$ cat src/rtl/pong_collision_scorer.sv
// Per-frame collision classifier and score keeper for Pong. Paddle hits, wall
// hits and misses are resolved on each frame_tick; the serve/game-over
// sequence runs over a serve_req/serve_ack handshake.
`timescale 1ns/1ps

module pong_collision_scorer #(
  parameter int X_W       = 6,
  parameter int Y_W       = 6,
  parameter int FIELD_H   = 64,
  parameter int PADDLE_H  = 6,
  parameter int P1_X      = 2,
  parameter int P2_X      = 61,
  parameter int SCORE_W   = 4,
  parameter int WIN_SCORE = 9,
  parameter int SERVE_DLY = 60
) (
  input  logic               clk,
  input  logic               rst_n,
  input  logic               frame_tick,
  input  logic [X_W-1:0]     bx,
  input  logic [Y_W-1:0]     by,
  input  logic [Y_W-1:0]     p1y,
  input  logic [Y_W-1:0]     p2y,
  input  logic               start,
  input  logic               serve_ack,
  output logic               hit_l,
  output logic               hit_r,
  output logic               wall_hit,
  output logic [SCORE_W-1:0] score1,
  output logic [SCORE_W-1:0] score2,
  output logic               serve_req,
  output logic               serve_dir,
  output logic               game_over,
  output logic               winner
);

  // state | meaning
  // IDLE  | waiting for start after reset
  // SERVE | serve_req high, waiting for serve_ack
  // PLAY  | classifying the ball on every frame_tick
  // PAUSE | counting SERVE_DLY frame_ticks after a point
  // OVER  | a player reached WIN_SCORE, waiting for start
  localparam logic [2:0] ST_IDLE  = 3'd0;
  localparam logic [2:0] ST_SERVE = 3'd1;
  localparam logic [2:0] ST_PLAY  = 3'd2;
  localparam logic [2:0] ST_PAUSE = 3'd3;
  localparam logic [2:0] ST_OVER  = 3'd4;

  localparam int CNT_W = (SERVE_DLY > 1) ? $clog2(SERVE_DLY) : 1;

  localparam logic [X_W-1:0]     P1_XV    = X_W'(P1_X);
  localparam logic [X_W-1:0]     P2_XV    = X_W'(P2_X);
  localparam logic [Y_W-1:0]     BOT_ROW  = Y_W'(FIELD_H - 1);
  localparam logic [Y_W:0]       PAD_SPAN = (Y_W + 1)'(PADDLE_H - 1);
  localparam logic [SCORE_W-1:0] WIN_V    = SCORE_W'(WIN_SCORE);
  localparam logic [SCORE_W-1:0] SCORE_1  = SCORE_W'(1);
  localparam logic [CNT_W-1:0]   CNT_LAST = CNT_W'(SERVE_DLY - 1);
  localparam logic [CNT_W-1:0]   CNT_1    = CNT_W'(1);

  logic [2:0]         state_q, state_d;
  logic [CNT_W-1:0]   cnt_q, cnt_d;
  logic [SCORE_W-1:0] score1_q, score1_d;
  logic [SCORE_W-1:0] score2_q, score2_d;
  logic               hit_l_q, hit_l_d;
  logic               hit_r_q, hit_r_d;
  logic               wall_hit_q, wall_hit_d;
  logic               serve_req_q, serve_req_d;
  logic               serve_dir_q, serve_dir_d;
  logic               game_over_q, game_over_d;
  logic               winner_q, winner_d;

  // Range test one bit wider than y so a paddle near the bottom does not wrap.
  logic [Y_W:0] by_x, p1_lo, p1_hi, p2_lo, p2_hi;
  logic         in_p1, in_p2, at_p1, at_p2, on_wall;
  logic [SCORE_W-1:0] score1_inc, score2_inc;

  assign by_x    = {1'b0, by};
  assign p1_lo   = {1'b0, p1y};
  assign p2_lo   = {1'b0, p2y};
  assign p1_hi   = p1_lo + PAD_SPAN;
  assign p2_hi   = p2_lo + PAD_SPAN;
  assign in_p1   = (by_x >= p1_lo) && (by_x <= p1_hi);
  assign in_p2   = (by_x >= p2_lo) && (by_x <= p2_hi);
  assign at_p1   = (bx == P1_XV);
  assign at_p2   = (bx == P2_XV);
  assign on_wall = (by == '0) || (by == BOT_ROW);

  assign score1_inc = score1_q + SCORE_1;
  assign score2_inc = score2_q + SCORE_1;

  always_comb begin
    state_d     = state_q;
    cnt_d       = cnt_q;
    score1_d    = score1_q;
    score2_d    = score2_q;
    serve_dir_d = serve_dir_q;
    winner_d    = winner_q;
    hit_l_d     = 1'b0;
    hit_r_d     = 1'b0;
    wall_hit_d  = 1'b0;

    case (state_q)
      ST_IDLE, ST_OVER: begin
        if (start) begin
          score1_d = '0;
          score2_d = '0;
          state_d  = ST_SERVE;
        end
      end
      ST_SERVE: begin
        if (serve_ack) state_d = ST_PLAY;
      end
      ST_PLAY: begin
        if (frame_tick) begin
          hit_l_d    = at_p1 && in_p1;
          hit_r_d    = at_p2 && in_p2;
          wall_hit_d = on_wall;
          // The conceding player receives the next serve.
          if (at_p1 && !in_p1) begin
            score2_d    = score2_inc;
            serve_dir_d = 1'b0;
            cnt_d       = '0;
            if (score2_inc == WIN_V) begin
              state_d  = ST_OVER;
              winner_d = 1'b1;
            end else begin
              state_d = ST_PAUSE;
            end
          end else if (at_p2 && !in_p2) begin
            score1_d    = score1_inc;
            serve_dir_d = 1'b1;
            cnt_d       = '0;
            if (score1_inc == WIN_V) begin
              state_d  = ST_OVER;
              winner_d = 1'b0;
            end else begin
              state_d = ST_PAUSE;
            end
          end
        end
      end
      ST_PAUSE: begin
        if (frame_tick) begin
          if (cnt_q == CNT_LAST) begin
            cnt_d   = '0;
            state_d = ST_SERVE;
          end else begin
            cnt_d = cnt_q + CNT_1;
          end
        end
      end
      default: state_d = ST_IDLE;
    endcase

    serve_req_d = (state_d == ST_SERVE);
    game_over_d = (state_d == ST_OVER);
  end

  always_ff @(posedge clk or negedge rst_n) begin
    if (!rst_n) begin
      state_q     <= ST_IDLE;
      cnt_q       <= '0;
      score1_q    <= '0;
      score2_q    <= '0;
      hit_l_q     <= 1'b0;
      hit_r_q     <= 1'b0;
      wall_hit_q  <= 1'b0;
      serve_req_q <= 1'b0;
      serve_dir_q <= 1'b0;
      game_over_q <= 1'b0;
      winner_q    <= 1'b0;
    end else begin
      state_q     <= state_d;
      cnt_q       <= cnt_d;
      score1_q    <= score1_d;
      score2_q    <= score2_d;
      hit_l_q     <= hit_l_d;
      hit_r_q     <= hit_r_d;
      wall_hit_q  <= wall_hit_d;
      serve_req_q <= serve_req_d;
      serve_dir_q <= serve_dir_d;
      game_over_q <= game_over_d;
      winner_q    <= winner_d;
    end
  end

  assign hit_l     = hit_l_q;
  assign hit_r     = hit_r_q;
  assign wall_hit  = wall_hit_q;
  assign score1    = score1_q;
  assign score2    = score2_q;
  assign serve_req = serve_req_q;
  assign serve_dir = serve_dir_q;
  assign game_over = game_over_q;
  assign winner    = winner_q;

endmodule

$ cat config.mk
export PLATFORM = sky130hd
export DESIGN_NAME = pong_collision_scorer
export DESIGN_NICKNAME = d
export VERILOG_FILES = /design/src/rtl/pong_collision_scorer.sv
export SDC_FILE = /design/constraint.sdc
export NUM_CORES = 1
export LEC_CHECK = 0
export CORE_MARGIN = 3
export CORE_UTILIZATION = 45
export DETAILED_ROUTE_END_ITERATION = 6
export GPL_TIMING_DRIVEN = 0
export PLACE_DENSITY_LB_ADDON = 0.25
export SYNTH_ARGS = -nofsm -noshare
export SYNTH_HDL_FRONTEND = slang
export SYNTH_SLANG_ARGS = --single-unit
$ cat constraint.sdc
create_clock -name clk -period 5.3 [get_ports clk]
set_input_delay 1.06 -clock clk [delete_from_list [all_inputs] [get_ports clk]]
set_output_delay 1.06 -clock clk [all_outputs]
set_load 0.005 [all_outputs]
==> results of run 1 <==
synthesized netlist by cell type (4+ instances only):
cell type,count,share of area
nand3_1,16,0.039
nand2b_1,5,0.015
nor2_1,13,0.023
a21oi_1,12,0.029
a21o_1,8,0.029
nand2_1,23,0.042
a31oi_1,10,0.030
dfrtp_1,24,0.29
ha_1,31,0.19
xnor2_1,7,0.030
nand4_1,4,0.012
nand3b_1,5,0.018
o21ai_0,16,0.039
inv_1,24,0.043
cell type report:
class	count	area [um2]
well taps	52	65.1
plain buffers	3	30.0
clock buffers	4	55.1
inverters	24	90.1
flip-flops and latches	24	601
fillers	402	1800
multi-input cells	192	1360
repair buffers	42	420
logic make-up after synthesis:
family | after synthesis | share of synthesized area
xor+xnor | 9 | 0.0380
simple gates | 85 | 0.214
fa+ha+maj | 31 | 0.187
flops | 24 | 0.289
buf+inv | 27 | 0.0578
mux | 3 | 0.0145
compound gates | 64 | 0.200
layout by cell type (no fill, tap or decap), types with 3 or more instances in the layout:
cell | netlist | routed
a21oi_1 | 12 | 12
mux2i_1 | 3 | 3
ha_1 | 31 | 31
a21o_1 | 8 | 8
o32ai_1 | 3 | 3
nand4_1 | 4 | 4
o21ai_0 | 16 | 16
clkbuf_8 | 0 | 4
nand2_1 | 23 | 23
clkdlybuf4s50_1 | 0 | 42
o21a_1 | 3 | 3
xnor2_1 | 7 | 7
nor3_1 | 3 | 3
nand2b_1 | 5 | 5
dfrtp_1 | 24 | 24
nor2_1 | 13 | 13
nand3_1 | 16 | 16
nor3b_1 | 3 | 3
and3_1 | 3 | 3
a31oi_1 | 10 | 10
nand3b_1 | 5 | 5
inv_1 | 24 | 24
per-layer routing:
metal	up-vias	routed length, um	share of wire	GRT usage
met5	-	0	0	0
met4	0	9	0.0019	0.0121
met3	2	157	0.033	0.0365
met2	31	2210	0.47	0.307
met1	892	2350	0.50	0.270
li1	982	-	-	-
path summary, 6_finish.rpt:
path,depth (start not counted),startpoint,to,slack [ns]
setup / recovery,11,p1y[0],cnt_q[3]$_DFFE_PN0P_,1.66
hold / removal,1,cnt_q[0]$_DFFE_PN0P_,cnt_q[0]$_DFFE_PN0P_,0.51
setup reg to reg,7,state_q[2]$_DFF_PN0_,score1[3]$_DFFE_PN0P_,3.17
hold reg to reg,1,cnt_q[0]$_DFFE_PN0P_,cnt_q[0]$_DFFE_PN0P_,0.51
max in group asynchronous,1,rst_n,score2[2]$_DFFE_PN0P_,3.27
min in group asynchronous,1,rst_n,wall_hit$_DFF_PN0_,1.38
worst reg2reg max path, stage by stage (launching register included):
cell and delay [ns]:
dfrtp_1 0.42, and2b_2 0.28, and2_4 0.15, buf_6 0.12, nand3_1 0.13, o32ai_1 0.55
o21ai_0 0.20, a21o_1 0.18
flip-flops by register name (all words and copies together) (netlist names), 3 cells and up:
| register | cells |
|---|---|
| cnt_q | 6 |
| score1 | 4 |
| score2 | 4 |
| state_q | 3 |
power groups by stage:
stage                     logic (uW)  clock network (uW)  registers, uW
after global placement           384                   0            301
after floorplan                  251                   0            292
after detailed placement         392                   0            301
after CTS                        395                 130            299
final                            392                 125            300
after global routing             447                 138            312
through the flow:
| stage | setup slack (ns) | instance area, um2 | std cells | util |
|---|---|---|---|---|
| 2_1_floorplan | 2.14 | 2080 | 243 | - |
| 3_3_place_gp | 1.40 | 2560 | 337 | 0.580 |
| 3_5_place_dp | 1.35 | 2560 | 337 | 0.580 |
| 4_1_cts | 1.63 | 2620 | 341 | 0.593 |
| 5_1_grt | 1.45 | 2620 | 341 | 0.593 |
| 6_report | 1.66 | 2620 | 341 | 0.593 |
==> impl_metrics.env, run 1 <==
export IMPL_via_per_inst=5.59
export IMPL_cts_setup_buffers=0
export IMPL_antenna_found_initial=0
export IMPL_cts_tree="built"
export IMPL_power_leakage_uw=0.00120
export IMPL_crit_top_cell="a21o_1"
export IMPL_synth_warnings=0
export IMPL_max_vdd_ir_drop_v=0.000224
export IMPL_sw_frac_of_total=0.387
export IMPL_chipHeight_um=73.9
export IMPL_initial_utilization=0.471
export IMPL_area_growth_synth_to_final_pct=26.0
export IMPL_cts_hold_buffers_added=0
export IMPL_worstMarginPinSlew_ns=1.09
export IMPL_totalPowerFinal_uw=817
export IMPL_crit_path_end_kind="flip-flop"
export IMPL_max_clock_freq_mhz=275
export IMPL_critPathBufInv=1
export IMPL_clock_power_share=0.153
export IMPL_synth_nets=303
export IMPL_root_buffer="clkbuf_8"
export IMPL_critical_path_top_delay_family="compound AO/OA/AOI/OAI gates"
export IMPL_synth_top_flop_cell="dfrtp_1"
export IMPL_critical_path_peak_fanout=6
export IMPL_drv_cap=0
export IMPL_hold_class="reg -> reg"
export IMPL_cts_resized=0
export IMPL_die_w_um=73.9
export IMPL_track_usage=0.188
export IMPL_seq_area_frac_synth=0.289
export IMPL_cts_htree_levels=1
export IMPL_final_nets=350
export IMPL_slew_violations=0
export IMPL_ys_ff_latch=24
export IMPL_routed_wl_um=4720
export IMPL_overflow=0
export IMPL_skew_ns=0.00237
export IMPL_p_int_uw=501
export IMPL_ys_types=41
export IMPL_critical_path_required_ns=5.43
export IMPL_status="completed"
export IMPL_drc=0
export IMPL_slew_headroom=0.272
export IMPL_min_period_ns=3.64
export IMPL_worst_setup_path_type="in -> reg"
export IMPL_slowest_stage="clkdlybuf4s50_1"
export IMPL_n_antenna_cell=0
export IMPL_pwr_density_cell_nw_per_um2=312
export IMPL_setup_viol=0
export IMPL_finalHoldViolations=0
export IMPL_wl_per_cell_um=13.9
export IMPL_cts_path_max_buffers=2
export IMPL_hold_ws_ns=0.511
export IMPL_p_comb_frac=0.480
export IMPL_synth_area_um2=2080
export IMPL_io_pins=44
export IMPL_cp_cell_sequence="clkdlybuf4s50_1 > ha_1 > o21ai_0 > xnor2_1 > ha_1 > nand3_1 > a21o_1 > a21o_1 > a21o_1 > a31oi_1 > a31oi_1"
export IMPL_cts_buffers=3
export IMPL_drt_pass1_iterations=4
export IMPL_rows=24
export IMPL_rsz0062_at_grt="false"
export IMPL_slowest_delay_ns=0.47
export IMPL_postRouteAntennaNets=0
export IMPL_critPathLaunchType="input port"
export IMPL_dp_hpwl_um=3760
export IMPL_initialDrtViolationCount=113
export IMPL_port_buffers=42
export IMPL_layout_drive_gt1_share=0.0346
export IMPL_clock_sinks=24
export IMPL_clock_latency_ns=0.27
export IMPL_vias=1907
export IMPL_seq_power_share=0.367
export IMPL_routabilityCongestion=0.833
export IMPL_tns_ns=0
export IMPL_grt_first_pass_wirelength_um=8250
export IMPL_finalCritPeriodShare=0.687
export IMPL_path_clk_slew_ns=0.08
export IMPL_synth_edff_count=0
export IMPL_coreArea_um2=4410
export IMPL_async_flop_share=1.00
export IMPL_syn_inst=243
export IMPL_grt_max_degree=25
export IMPL_die_area_um2=5470
export IMPL_crit_arrival_ns=3.77
export IMPL_synth_area_per_cell_um2=8.55
export IMPL_switchingPower_uw=316
export IMPL_grt_pass1_vias=1848
Power figures use the tool's default switching activity.
==> run 2: changes to the inputs <==
==> constraint.sdc (replaced) <==
create_clock -name clk -period 3.3 [get_ports clk]
set_input_delay 0.66 -clock clk [delete_from_list [all_inputs] [get_ports clk]]
set_output_delay 0.66 -clock clk [all_outputs]
set_load 0.005 [all_outputs]
==> impl_metrics.env, run 2 (same netlist as run 1, synthesis figures left out) <==
export IMPL_rsz0062_at_grt="false"
export IMPL_cts_path_max_buffers=2
export IMPL_wl_per_cell_um=14.0
export IMPL_critical_path_peak_fanout=10
export IMPL_die_area_um2=5470
export IMPL_grt_first_pass_wirelength_um=8250
export IMPL_switchingPower_uw=513
export IMPL_worst_setup_path_type="in -> reg"
export IMPL_setup_viol=0
export IMPL_die_w_um=73.9
export IMPL_use_met1=0.270
export IMPL_layout_drive_gt1_share=0.0450
export IMPL_port_buffers=42
export IMPL_gr_usage_met3=0.0365
export IMPL_final_nets=350
export IMPL_routabilityCongestion=0.833
export IMPL_final_common_cell="clkdlybuf4s50_1"
export IMPL_worstMarginPinSlew_ns=1.10
export IMPL_via_per_inst=5.66
export IMPL_coreArea_um2=4410
export IMPL_grt_max_degree=25
export IMPL_slew_violations=0
export IMPL_area_growth_synth_to_final_pct=27.0
export IMPL_crit_path_end="score2[3]$_DFFE_PN0P_"
export IMPL_rows=24
export IMPL_critical_path_required_ns=3.51
export IMPL_critPathLaunchType="input port"
export IMPL_grt_pass1_vias=1848
export IMPL_initial_utilization=0.471
export IMPL_max_clock_freq_mhz=322
export IMPL_drt_pass1_iterations=4
export IMPL_cts_tree="built"
export IMPL_skew_ns=0.00267
export IMPL_seq_power_share=0.364
export IMPL_drc=0
export IMPL_final_cells=341
export IMPL_clock_latency_ns=0.27
export IMPL_rr_startpoint="state_q[2]$_DFF_PN0_"
export IMPL_grt_busiest_layer="met2"
export IMPL_sw_frac_of_total=0.388
export IMPL_n_antenna_cell=0
export IMPL_io_pins=44
export IMPL_hold_class="reg -> reg"
export IMPL_chipHeight_um=73.9
export IMPL_overflow=0
export IMPL_pwr_density_cell_nw_per_um2=500
export IMPL_cts_setup_buffers=0
export IMPL_power_leakage_uw=0.00121
export IMPL_track_usage=0.188
export IMPL_initialDrtViolationCount=101
export IMPL_root_buffer="clkbuf_8"
export IMPL_crit_path_end_kind="flip-flop"
export IMPL_met2_usage=0.307
export IMPL_dp_hpwl_um=3760
export IMPL_p_comb_frac=0.485
export IMPL_antenna_found_initial=0
export IMPL_ff2ff_setup_slack_ns=1.34
export IMPL_drv_cap=0
export IMPL_p_int_uw=808
export IMPL_totalPowerFinal_uw=1320
export IMPL_vias=1931
export IMPL_clock_sinks=24
export IMPL_layout_common_cells="clkdlybuf4s50_1, ha_1, inv_1, dfrtp_1, nand2_1"
export IMPL_clock_power_share=0.151
export IMPL_crit_arrival_ns=3.32
export IMPL_design_area_um2=2640
export IMPL_routed_wl_um=4770
export IMPL_status="completed"
export IMPL_largest_register="cnt_q"
export IMPL_largest_reg_flops=6
export IMPL_dp_cells=337
export IMPL_r2r_end="score2[3]$_DFFE_PN0P_"
export IMPL_reg2reg_depth=8
export IMPL_slew_headroom=0.267
export IMPL_critPathLaunch="p1y[0]"
export IMPL_finalHoldViolations=0
export IMPL_min_period_ns=3.11
export IMPL_path_clk_slew_ns=0.08
export IMPL_finalCritPeriodShare=0.942
export IMPL_cts_htree_levels=1
export IMPL_placed_area_um2=2560
export IMPL_hold_ws_ns=0.504
export IMPL_max_vdd_ir_drop_v=0.000362
export IMPL_cts_buffers=3
export IMPL_postRouteAntennaNets=0
[run 2: cell count changes in the layout (fill, tap and decap cells not counted)]
cell and change:
o41ai_2 +1, o32ai_2 +1, o41ai_1 -1, o21ai_1 +1, a31oi_2 +1, o21ai_0 -1, o32ai_1 -1, a31oi_1 -1
[run 2: power groups by stage]
stage,Sequential [uW],Clock (uW),Combinational (uW)
finish,481,200,640
global route,501,222,726
CTS,480,208,635
detailed placement,484,0,630
global placement,484,0,616
floorplan,470,0,402
[run 2: area by class of cell]
cell class | instances | area (um2)
plain buffers | 3 | 30.0
repair buffers | 42 | 420
multi-input cells | 192 | 1380
clock buffers | 4 | 55.1
well taps | 52 | 65.1
inverters | 24 | 90.1
fillers | 399 | 1780
flip-flops and latches | 24 | 601
[run 2: how the worst min path moves through the flow]
stage                     startpoint                    end  slack (ns)  cells after the start
2_1_floorplan                  rst_n   cnt_q[0]$_DFFE_PN0P_        0.36                      0
3_3_place_gp   serve_dir$_DFFE_PN0P_  serve_dir$_DFFE_PN0P_        0.49                      1
3_5_place_dp   serve_dir$_DFFE_PN0P_  serve_dir$_DFFE_PN0P_        0.48                      1
4_1_cts         cnt_q[0]$_DFFE_PN0P_   cnt_q[0]$_DFFE_PN0P_        0.51                      1
5_1_grt         cnt_q[0]$_DFFE_PN0P_   cnt_q[0]$_DFFE_PN0P_        0.53                      1
6_report        cnt_q[0]$_DFFE_PN0P_   cnt_q[0]$_DFFE_PN0P_        0.50                      1
[run 2: stage by stage]
| stage | TNS (ns) | setup WS, ns | utilization |
|---|---|---|---|
| after global routing | 0 | 0.0567 | 0.598 |
| final | 0 | 0.191 | 0.598 |
| after floorplan | 0 | 0.545 | - |
| after global placement | -1.37 | -0.201 | 0.580 |
| after detailed placement | -1.80 | -0.247 | 0.580 |
| after CTS | 0 | 0.0329 | 0.593 |
[run 2: critical path: stages]
cell,delay (ns)
clkdlybuf4s50_1,0.47
ha_1,0.26
o21ai_1,0.17
xnor2_1,0.09
ha_1,0.30
nand3_1,0.11
a21o_1,0.17
a21o_1,0.20
a211o_1,0.30
buf_6,0.14
a2111o_1,0.35
nand3_1,0.08
[run 2: repair_timing]
item | CTS | global route
hold buffers | 0 | 0
endpoints found under the setup margin | 0 | 11
resized for setup | 0 | 4
[run 2: per-layer routing]
layer  vias to the layer above  wire length (um)  part of all wire
li1                        982                 -                 -
met5                         -                 0                 0
met1                       915              2390              0.50
met2                        32              2210              0.46
met3                         2               166             0.035
met4                         0                 9            0.0019
